File: config.mk
export PLATFORM = sky130hd
export DESIGN_NAME = jtag_burst_chain
export DESIGN_NICKNAME = d
export VERILOG_FILES = /design/src/rtl/jtag_burst_chain.sv
export SDC_FILE = /design/constraint.sdc
export NUM_CORES = 1
export LEC_CHECK = 0
export CAP_MARGIN = 20
export CORE_ASPECT_RATIO = 2
export CORE_MARGIN = 2
export CORE_UTILIZATION = 40
export CTS_CLUSTER_DIAMETER = 40
export DETAILED_ROUTE_END_ITERATION = 10
export PLACE_DENSITY = 0.59
export SLEW_MARGIN = 20
export SYNTH_ARGS = -nofsm -noshare
export SYNTH_HDL_FRONTEND = slang
export SYNTH_SLANG_ARGS = --single-unit
File: constraint.sdc
create_clock -name JTCK -period 9.25 [get_ports JTCK]
set_input_delay 2.3125 -clock JTCK [delete_from_list [all_inputs] [get_ports JTCK]]
set_output_delay 2.3125 -clock JTCK [all_outputs]
set_load 0.01 [all_outputs]
File: src/rtl/jtag_burst_chain.sv
// JTAG-fed burst writer: a serial command chain loads configuration and data
// words, fills a ping-pong buffer, swaps banks and launches a DMA burst.
module jtag_burst_chain #(
  parameter int unsigned DATA_W    = 32,
  parameter int unsigned OP_W      = 4,
  parameter int unsigned PP_ADDR_W = 9,
  parameter int unsigned BURST_W   = 8
) (
  input  logic                 JTCK,
  input  logic                 JRST,
  input  logic                 JTDI,
  input  logic                 JSHIFT,
  input  logic                 JUPDATE,
  input  logic                 JCE,
  output logic                 JTDO,
  output logic [PP_ADDR_W-1:0] pp_address,
  output logic                 pp_writeEnable,
  output logic [DATA_W-1:0]    pp_dataIn,
  output logic                 pp_switch,
  input  logic                 switch_ready,
  output logic [31:0]          dma_address,
  output logic [3:0]           dma_byte_enable,
  output logic [BURST_W-1:0]   dma_burst_size,
  output logic                 dma_launch,
  input  logic                 dma_busy,
  output logic [5:0]           status_out
);

  localparam int unsigned CHAIN_W = OP_W + DATA_W;
  localparam int unsigned CNT_W   = BURST_W + 1;

  localparam logic [OP_W-1:0] OP_ADDR     = OP_W'(1);
  localparam logic [OP_W-1:0] OP_BE       = OP_W'(2);
  localparam logic [OP_W-1:0] OP_BURST    = OP_W'(3);
  localparam logic [OP_W-1:0] OP_SEL_ADDR = OP_W'(4);
  localparam logic [OP_W-1:0] OP_SEL_BE   = OP_W'(5);
  localparam logic [OP_W-1:0] OP_SEL_BRST = OP_W'(6);
  localparam logic [OP_W-1:0] OP_DATA     = OP_W'(8);
  localparam logic [OP_W-1:0] OP_CLR      = OP_W'(15);

  typedef enum logic [2:0] {
    S_IDLE, S_WRITE, S_WAIT_SWITCH, S_SWITCH, S_LAUNCH, S_WAIT_DMA
  } state_t;

  typedef enum logic [1:0] {
    SEL_STATUS, SEL_ADDR, SEL_BE, SEL_BURST
  } sel_t;

  logic [CHAIN_W-1:0]   r_chain;
  logic [CHAIN_W-1:0]   r_shadow;
  logic [CHAIN_W-1:0]   r_cap;
  logic                 r_upd_q;
  logic                 r_upd_prev;
  logic [31:0]          r_address;
  logic [3:0]           r_be;
  logic [BURST_W-1:0]   r_burst;
  logic [5:0]           r_status;
  logic [CNT_W-1:0]     r_count;
  sel_t                 r_sel;
  state_t               r_state;
  logic                 r_wd_seen;
  logic                 r_pp_we;
  logic [PP_ADDR_W-1:0] r_pp_addr;
  logic [DATA_W-1:0]    r_pp_data;
  logic                 r_pp_switch;
  logic                 r_dma_launch;

  logic                 w_commit;
  logic [OP_W-1:0]      w_op;
  logic [DATA_W-1:0]    w_payload;
  logic                 w_is_cfg;
  logic                 w_cfg_ok;
  logic                 w_cfg_wr;
  logic [DATA_W-1:0]    w_sel_val;
  state_t               w_state_nxt;
  logic [CNT_W-1:0]     w_count_nxt;
  logic [5:0]           w_set;
  logic [5:0]           w_clr;

  assign w_commit  = r_upd_q & ~r_upd_prev;
  assign w_op      = r_cap[OP_W-1:0];
  assign w_payload = r_cap[CHAIN_W-1:OP_W];
  assign w_is_cfg  = (w_op == OP_ADDR) || (w_op == OP_BE) || (w_op == OP_BURST);
  assign w_cfg_ok  = (r_state == S_IDLE) && (r_count == '0);
  assign w_cfg_wr  = w_commit && w_is_cfg && w_cfg_ok;

  // Value presented on the next capture, chosen by the last select opcode.
  always_comb begin
    w_sel_val = DATA_W'(r_status);
    case (r_sel)
      SEL_ADDR:  w_sel_val = DATA_W'(r_address);
      SEL_BE:    w_sel_val = DATA_W'(r_be);
      SEL_BURST: w_sel_val = DATA_W'(r_burst);
      default:   w_sel_val = DATA_W'(r_status);
    endcase
  end

  // Serial chain: shift toward bit 0, or parallel-load the shadow word.
  always_ff @(posedge JTCK or posedge JRST) begin
    if (JRST) begin
      r_chain  <= '0;
      r_shadow <= '0;
    end else begin
      r_shadow <= {w_sel_val, {OP_W{1'b0}}};
      if (JCE && JSHIFT) begin
        r_chain <= {JTDI, r_chain[CHAIN_W-1:1]};
      end else if (JCE) begin
        r_chain <= r_shadow;
      end
    end
  end

  // Update strobe edge detect; the chain is snapshotted alongside it.
  always_ff @(posedge JTCK or posedge JRST) begin
    if (JRST) begin
      r_upd_q    <= 1'b0;
      r_upd_prev <= 1'b0;
      r_cap      <= '0;
    end else begin
      r_upd_q    <= JUPDATE;
      r_upd_prev <= r_upd_q;
      r_cap      <= r_chain;
    end
  end

  // Configuration registers and readback select.
  always_ff @(posedge JTCK or posedge JRST) begin
    if (JRST) begin
      r_address <= '0;
      r_be      <= 4'hF;
      r_burst   <= '0;
      r_sel     <= SEL_STATUS;
    end else begin
      if (w_cfg_wr && (w_op == OP_ADDR))  r_address <= 32'(w_payload);
      if (w_cfg_wr && (w_op == OP_BE))    r_be      <= w_payload[3:0];
      if (w_cfg_wr && (w_op == OP_BURST)) r_burst   <= w_payload[BURST_W-1:0];
      if (w_commit) begin
        case (w_op)
          OP_SEL_ADDR: r_sel <= SEL_ADDR;
          OP_SEL_BE:   r_sel <= SEL_BE;
          OP_SEL_BRST: r_sel <= SEL_BURST;
          OP_ADDR, OP_BE, OP_BURST, OP_DATA, OP_CLR: r_sel <= r_sel;
          default:     r_sel <= SEL_STATUS;
        endcase
      end
    end
  end

  // Next state, word count and status set/clear masks.
  always_comb begin
    w_state_nxt = r_state;
    w_count_nxt = r_count;
    w_set       = '0;
    w_clr       = '0;

    if (w_commit && w_is_cfg) begin
      if (!w_cfg_ok)               w_set[4] = 1'b1;
      else if (w_op == OP_ADDR)    w_set[0] = 1'b1;
      else if (w_op == OP_BE)      w_set[1] = 1'b1;
      else                         w_set[2] = 1'b1;
    end
    if (w_commit && (w_op == OP_CLR)) w_clr[5:4] = 2'b11;

    case (r_state)
      S_IDLE: begin
        if (w_commit && (w_op == OP_DATA)) begin
          if (&r_status[2:0]) begin
            w_state_nxt = S_WRITE;
            w_set[3]    = 1'b1;
          end else begin
            w_set[4] = 1'b1;
          end
        end
      end
      S_WRITE: begin
        w_count_nxt = r_count + CNT_W'(1);
        w_state_nxt = (r_count == CNT_W'(r_burst)) ? S_WAIT_SWITCH : S_IDLE;
      end
      S_WAIT_SWITCH: begin
        if (switch_ready) w_state_nxt = S_SWITCH;
      end
      S_SWITCH: w_state_nxt = S_LAUNCH;
      S_LAUNCH: begin
        w_state_nxt = S_WAIT_DMA;
        w_count_nxt = '0;
      end
      S_WAIT_DMA: begin
        if (r_wd_seen && !dma_busy) begin
          w_state_nxt = S_IDLE;
          w_set[5]    = 1'b1;
          w_clr[3]    = 1'b1;
        end
      end
      default: w_state_nxt = S_IDLE;
    endcase

    if (w_commit && (w_op == OP_DATA) && (r_state != S_IDLE)) w_set[4] = 1'b1;
  end

  // FSM state, word count and status register.
  always_ff @(posedge JTCK or posedge JRST) begin
    if (JRST) begin
      r_state   <= S_IDLE;
      r_count   <= '0;
      r_status  <= '0;
      r_wd_seen <= 1'b0;
    end else begin
      r_state   <= w_state_nxt;
      r_count   <= w_count_nxt;
      r_status  <= (r_status | w_set) & ~w_clr;
      r_wd_seen <= (r_state == S_WAIT_DMA);
    end
  end

  // Registered buffer and DMA strobes, asserted for the matching state.
  always_ff @(posedge JTCK or posedge JRST) begin
    if (JRST) begin
      r_pp_we      <= 1'b0;
      r_pp_addr    <= '0;
      r_pp_data    <= '0;
      r_pp_switch  <= 1'b0;
      r_dma_launch <= 1'b0;
    end else begin
      r_pp_we      <= (w_state_nxt == S_WRITE);
      r_pp_addr    <= (w_state_nxt == S_WRITE) ? PP_ADDR_W'(r_count) : '0;
      r_pp_data    <= (w_state_nxt == S_WRITE) ? w_payload : '0;
      r_pp_switch  <= (w_state_nxt == S_SWITCH);
      r_dma_launch <= (w_state_nxt == S_LAUNCH);
    end
  end

  assign JTDO            = r_chain[0];
  assign pp_address      = r_pp_addr;
  assign pp_writeEnable  = r_pp_we;
  assign pp_dataIn       = r_pp_data;
  assign pp_switch       = r_pp_switch;
  assign dma_address     = r_address;
  assign dma_byte_enable = r_be;
  assign dma_burst_size  = r_burst;
  assign dma_launch      = r_dma_launch;
  assign status_out      = r_status;

endmodule

==> metrics.yaml, run 1 <==
outcome: "finished, final reports clean"
rsz0062_at_grt: "false"
worstHoldStart: "r_chain[0]"
setup_ws_ps: 5240
finalSetupViolCount: 0
required_ps: 9730
hold_depth: 0
pre_cts_ws_ps: 4630
post_cts.repair.setup_buffers: 0
route.met2.wl_um: 9380
syn_avg_cell_area_um2: 13.8
fin_tns_setup_ps: 0
timing.hold.ws_ps: 397
cts_buffers: 21
area_growth_pct: 23.7
whs_endpoint: "r_cap[0]"
design.core.area_mm2: 0.0199
layout_commonest_cell: "dfrtp_1"
wirelength_um: 17300
synth_cell_types: 46
ys_seq_area_share_pct: 66.3
syn_area_mm2: 0.00812
io_pins: 103
tritoncts: "yes"
routabilityCongestion: 0.782
grt_pass1_vias: 5113
ys.flop_type: "dfrtp_1"
ys_ff_latch: 215
finalMaxSlewViolations: 0
syn-num-nets: 599
dieArea_mm2: 0.0215
path_clk_slew_ps: 60
async_flop_share_pct: 100
worstMarginPinSlew_ps: 1100
grt_overflow_total: 0
crit_fanout: 136
h-tree-depth: 1
wl_per_cell_um: 18.0
power_density_mw_per_mm2: 208
ir_drop_mv: 0.135
grt_util_all_layers_pct: 16.5
dr.pass1.iters: 4
grt_start_max_net_pins: 137
diodes: 0
synthesis.instances: 589
maxCapViolations: 0
r2r-start: "r_count[0]"
route.met3.wl_um: 546
clk_latency_ps: 500
crit_start: "JRST"
initial_core_util_pct: 40.8
leakagePower_nw: 4.72
die_w_um: 105
r2r-end: "dma_address[26]"
cts_sinks: 215
wl_met1_um: 6580
grt_antenna_before_repair: 0
max_freq_mhz: 249
io_buffers: 102
die_h_um: 206
drtAntennaViolNets: 0
drive_above_1_share_pct: 13.4
viasPerCell: 4.96
fin_nets: 695
start_kind: "primary input"
grt_first_pass_wirelength_um: 27800
min_period_ps: 4010
end_kind: "async pin"
dp_hpwl_um: 11400
maxUsedRoutingLayer: "met4"
final_cell_mix: "dfrtp_1 (211), clkdlybuf4s50_1 (100), and2_1 (63)"
worstPathArrival_ps: 4490
synth-edff-count: 0
vias: 4764
ys_warn_count: 0
worstSetupPathType: "in -> async"
clockBufferDepth: 3
hold_buffers: 0
drtIter0Drc: 137
cts_resized: 0
r2r_slack_ps: 6680
cts_root_buffer: "clkbuf_16"
hold_class: "reg -> reg"
skew_ps: 19.3
hold_viol_final: 0
finalCritPeriodShare_pct: 43.4
std_cell_rows: 73
drcViolationCount: 0
reg2reg_depth: 5
slew_headroom_pct: 27.0
==> area by class of cell <==
type / count / area [µm²]
Timing Repair Buffer: 105 / 1030
Inverter: 9 / 41.3
Sequential cell: 215 / 5390
Clock buffer: 30 / 589
Multi-Input combinational cell: 333 / 2550
Tap cell: 262 / 328
Clock inverter: 7 / 119
Fill cell: 1786 / 9860
==> worst max-delay path: stages <==
cell and delay [ps]:
clkdlybuf4s50_1 490, inv_8 580, buf_4 880
==> Yosys cell counts, types with 2 or more instances <==
library cell / number / area share (%)
nor4_1: 3 / 0.23
dfstp_2: 4 / 1.3
buf_6: 3 / 0.42
o211ai_1: 4 / 0.37
and2_1: 63 / 4.9
nor3_2: 2 / 0.25
buf_2: 9 / 0.55
a21oi_1: 36 / 2.2
nor2b_1: 10 / 0.77
nor3b_1: 2 / 0.18
clkbuf_1: 17 / 0.79
mux4_2: 4 / 1.1
dfrtp_1: 211 / 65
nand2b_1: 5 / 0.39
nand2_1: 17 / 0.79
nor3b_2: 2 / 0.31
mux2i_1: 40 / 4.9
and3_1: 4 / 0.31
mux2_2: 12 / 1.7
ha_1: 2 / 0.31
inv_1: 9 / 0.42
nand3_1: 9 / 0.55
buf_1: 2 / 0.092
nor2_1: 42 / 1.9
xnor2_1: 8 / 0.86
mux2_4: 29 / 5.4
o21ai_0: 10 / 0.62
or4_1: 2 / 0.18
nand4_1: 5 / 0.39
mux2_1: 4 / 0.55
o31ai_1: 3 / 0.28
o21a_1: 2 / 0.18
==> state kept, by name, summed over array words and instances, names as in the netlist <==
register,cells
pp_switch,1
r_cap,36
pp_writeEnable,1
r_state,3
r_wd_seen,1
r_upd_q,1
dma_byte_enable,4
pp_address,9
r_count,9
dma_address,32
r_upd_prev,1
r_chain,36
status_out,6
dma_burst_size,8
dma_launch,1
r_sel,2
r_shadow,32
pp_dataIn,32
==> metrics by stage <==
| step | power [mW] | util (%) | area, µm² | std cells |
|---|---|---|---|---|
| floorplan | 1.17 | - | 8120 | 589 |
| global placement | 1.23 | 46.9 | 9340 | 924 |
| detailed placement | 1.24 | 46.9 | 9340 | 924 |
| CTS | 2.12 | 50.5 | 10100 | 961 |
| global route | 2.18 | 50.5 | 10100 | 961 |
| finish | 2.09 | 50.5 | 10100 | 961 |
==> per-layer routing <==
layer | global-route usage [%] | vias up
li1 | - | 2184
met2 | 30.1 | 123
met3 | 1.84 | 42
met4 | 8.43 | 0
met5 | 0 | -
met1 | 18.8 | 2415
==> logic make-up after synthesis <==
logic type      share of synthesized area [%]
compound gates                           4.21
buf+inv                                  2.36
simple gates                             12.2
mux                                      13.6
xor+xnor                                0.970
flops                                    66.3
fa+ha+maj                               0.308
==> power breakdown <==
part / internal, mW / switching (mW)
Combinational: 0.0644 / 0.0945
Clock: 0.529 / 0.352
Sequential: 0.994 / 0.0607
==> worst max path at each step <==
stage	end	slack (ps)
3_5_place_dp	dma_address[22]	4630
4_1_cts	dma_address[22]	5160
5_1_grt	dma_address[18]	4890
3_3_place_gp	pp_dataIn[21]	4690
2_1_floorplan	dma_address[0]	1060
6_report	r_shadow[27]	5240
(Power assumes the default switching activity.)
==> run 2, diff against run 1 <==
- clock period: 9.25 -> 3.7 ns (I/O delays scaled with it)
==> run 2 against run 1 <==
- register-to-register slack worse by 5700 ps
- sequential cell count unchanged
- largest cell class unchanged
- global-route usage up 0.55 points
- worst setup slack worse by 4200 ps
- core utilization up 0.13 points
- count of clock-buffer cells in the layout down 4
- first-iteration DRC count up 49%
- clock skew down 8.2 ps
- wire length up 3.5%
- cell count up 0.42%
- sequential share of layout area down 0.14 points
==> metrics.yaml, run 2 (synthesized netlist as in run 1, its figures left out) <==
outcome: "finished, final reports clean"
rsz0062_at_grt: "false"
diodes: 0
route.met2.wl_um: 9600
final_cell_mix: "dfrtp_1 (211), clkdlybuf4s50_1 (100), and2_1 (63)"
initial_core_util_pct: 40.8
power_density_mw_per_mm2: 510
reg2reg_depth: 4
end_kind: "flip-flop"
dp.cells: 930
grt_antenna_before_repair: 0
grt_overflow_total: 0
routabilityCongestion: 0.844
max_freq_mhz: 374
ir_drop_mv: 0.378
layout_commonest_cell: "dfrtp_1"
power_frac_clock_pct: 40.9
worstPathArrival_ps: 3030
maxCapViolations: 0
crit_start: "r_count[5]"
h-tree-depth: 1
grt_util_all_layers_pct: 17.0
wl_met1_um: 6740
io_pins: 103
r2r_slack_ps: 1030
switching_share_pct: 24.6
start_kind: "flip-flop"
path_clk_slew_ps: 60
finalPower_mw: 5.14
dr.pass1.iters: 4
min_period_ps: 2670
dp_hpwl_um: 12100
worstSetupPathType: "reg -> reg"
area_growth_pct: 24.1
grt_first_pass_wirelength_um: 28700
hold_viol_final: 0
cts_resized: 0
slew_headroom_pct: 42.2
viasPerCell: 4.95
hold_depth: 0
hold_class: "reg -> reg"
clk_latency_ps: 490
hold_buffers: 0
grt_start_max_net_pins: 92
grt_pass1_vias: 5185
crit_fanout: 33
r2r-start: "r_count[5]"
tritoncts: "yes"
r2r-end: "dma_address[10]"
worstMarginPinSlew_ps: 866
final_cells: 965
leakagePower_nw: 4.75
io_buffers: 102
design.core.area_mm2: 0.0199
whs_endpoint: "r_cap[27]"
cts_root_buffer: "clkbuf_16"
required_ps: 4060
finalCritPeriodShare_pct: 72.2
drtIter0Drc: 204
setup_ws_ps: 1030
std_cell_rows: 73
wl_per_cell_um: 18.5
worstHoldStart: "r_chain[27]"
finalMaxSlewViolations: 0
wirelength_um: 17900
drtAntennaViolNets: 0
skew_ps: 11.1
die_w_um: 105
cts_buffers: 21
clockBufferDepth: 3
pre_cts_ws_ps: 1070
cts_sinks: 215
drcViolationCount: 0
finalSetupViolCount: 0
fin_nets: 701
route.met3.wl_um: 707
top_regs: "r_cap (36), r_chain (36)"
drive_above_1_share_pct: 14.2
dieArea_mm2: 0.0215
die_h_um: 206
post_cts.repair.setup_buffers: 0
nFillCells: 1798
vias: 4773
comb_power_share_pct: 7.8
seqPwrFrac_pct: 51.3
power_switching_mw: 1.26
intPower_mw: 3.88
maxUsedRoutingLayer: "met4"
==> run 2: final cells by class <==
class	instances	area, µm²	area share (%)
inverters	9	37.5	0.372
well taps	262	328	3.25
clock inverters	9	106	1.06
multi-input cells	333	2550	25.3
repair buffers	111	1100	11.0
clock buffers	26	564	5.60
flip-flops and latches	215	5390	53.4
==> run 2: worst max-delay path: stages, from the launching register on <==
cell and delay [ps]:
dfrtp_1 450, nor4_1 520, and4b_1 440, nand3_4 620, mux2_4 520
==> run 2: worst max path at each step <==
stage                      end  depth (start not counted)
2_1_floorplan   dma_address[0]                          1
3_3_place_gp   dma_address[27]                          4
5_1_grt        dma_address[24]                          4
4_1_cts        dma_address[10]                          4
3_5_place_dp   dma_address[17]                          4
6_report       dma_address[10]                          4
==> run 2: power groups by stage <==
stage          logic (mW)  registers [mW]  clock network (mW)
2_1_floorplan       0.323            2.61                   0
3_3_place_gp        0.388            2.68                   0
3_5_place_dp        0.405            2.68                   0
4_1_cts             0.407            2.64                2.17
5_1_grt             0.451            2.66                2.25
6_report            0.402            2.64                2.10
==> run 2: layer usage <==
| layer | global-route usage, % | vias to the layer above |
|---|---|---|
| li1 | - | 2187 |
| met1 | 19.0 | 2424 |
| met2 | 31.1 | 123 |
| met3 | 2.41 | 39 |
| met4 | 8.90 | 0 |
| met5 | 0 | - |
==> run 2: through the flow <==
step / cell area [µm²] / util [%] / hold slack, ps / TNS, ps
final: 10100 / 50.6 / 399 / 0
after CTS: 10100 / 50.6 / 402 / 0
after floorplan: 8130 / - / 374 / -4190
after global routing: 10100 / 50.6 / 410 / 0
after detailed placement: 9410 / 47.2 / 386 / 0
after global placement: 9410 / 47.2 / 383 / 0
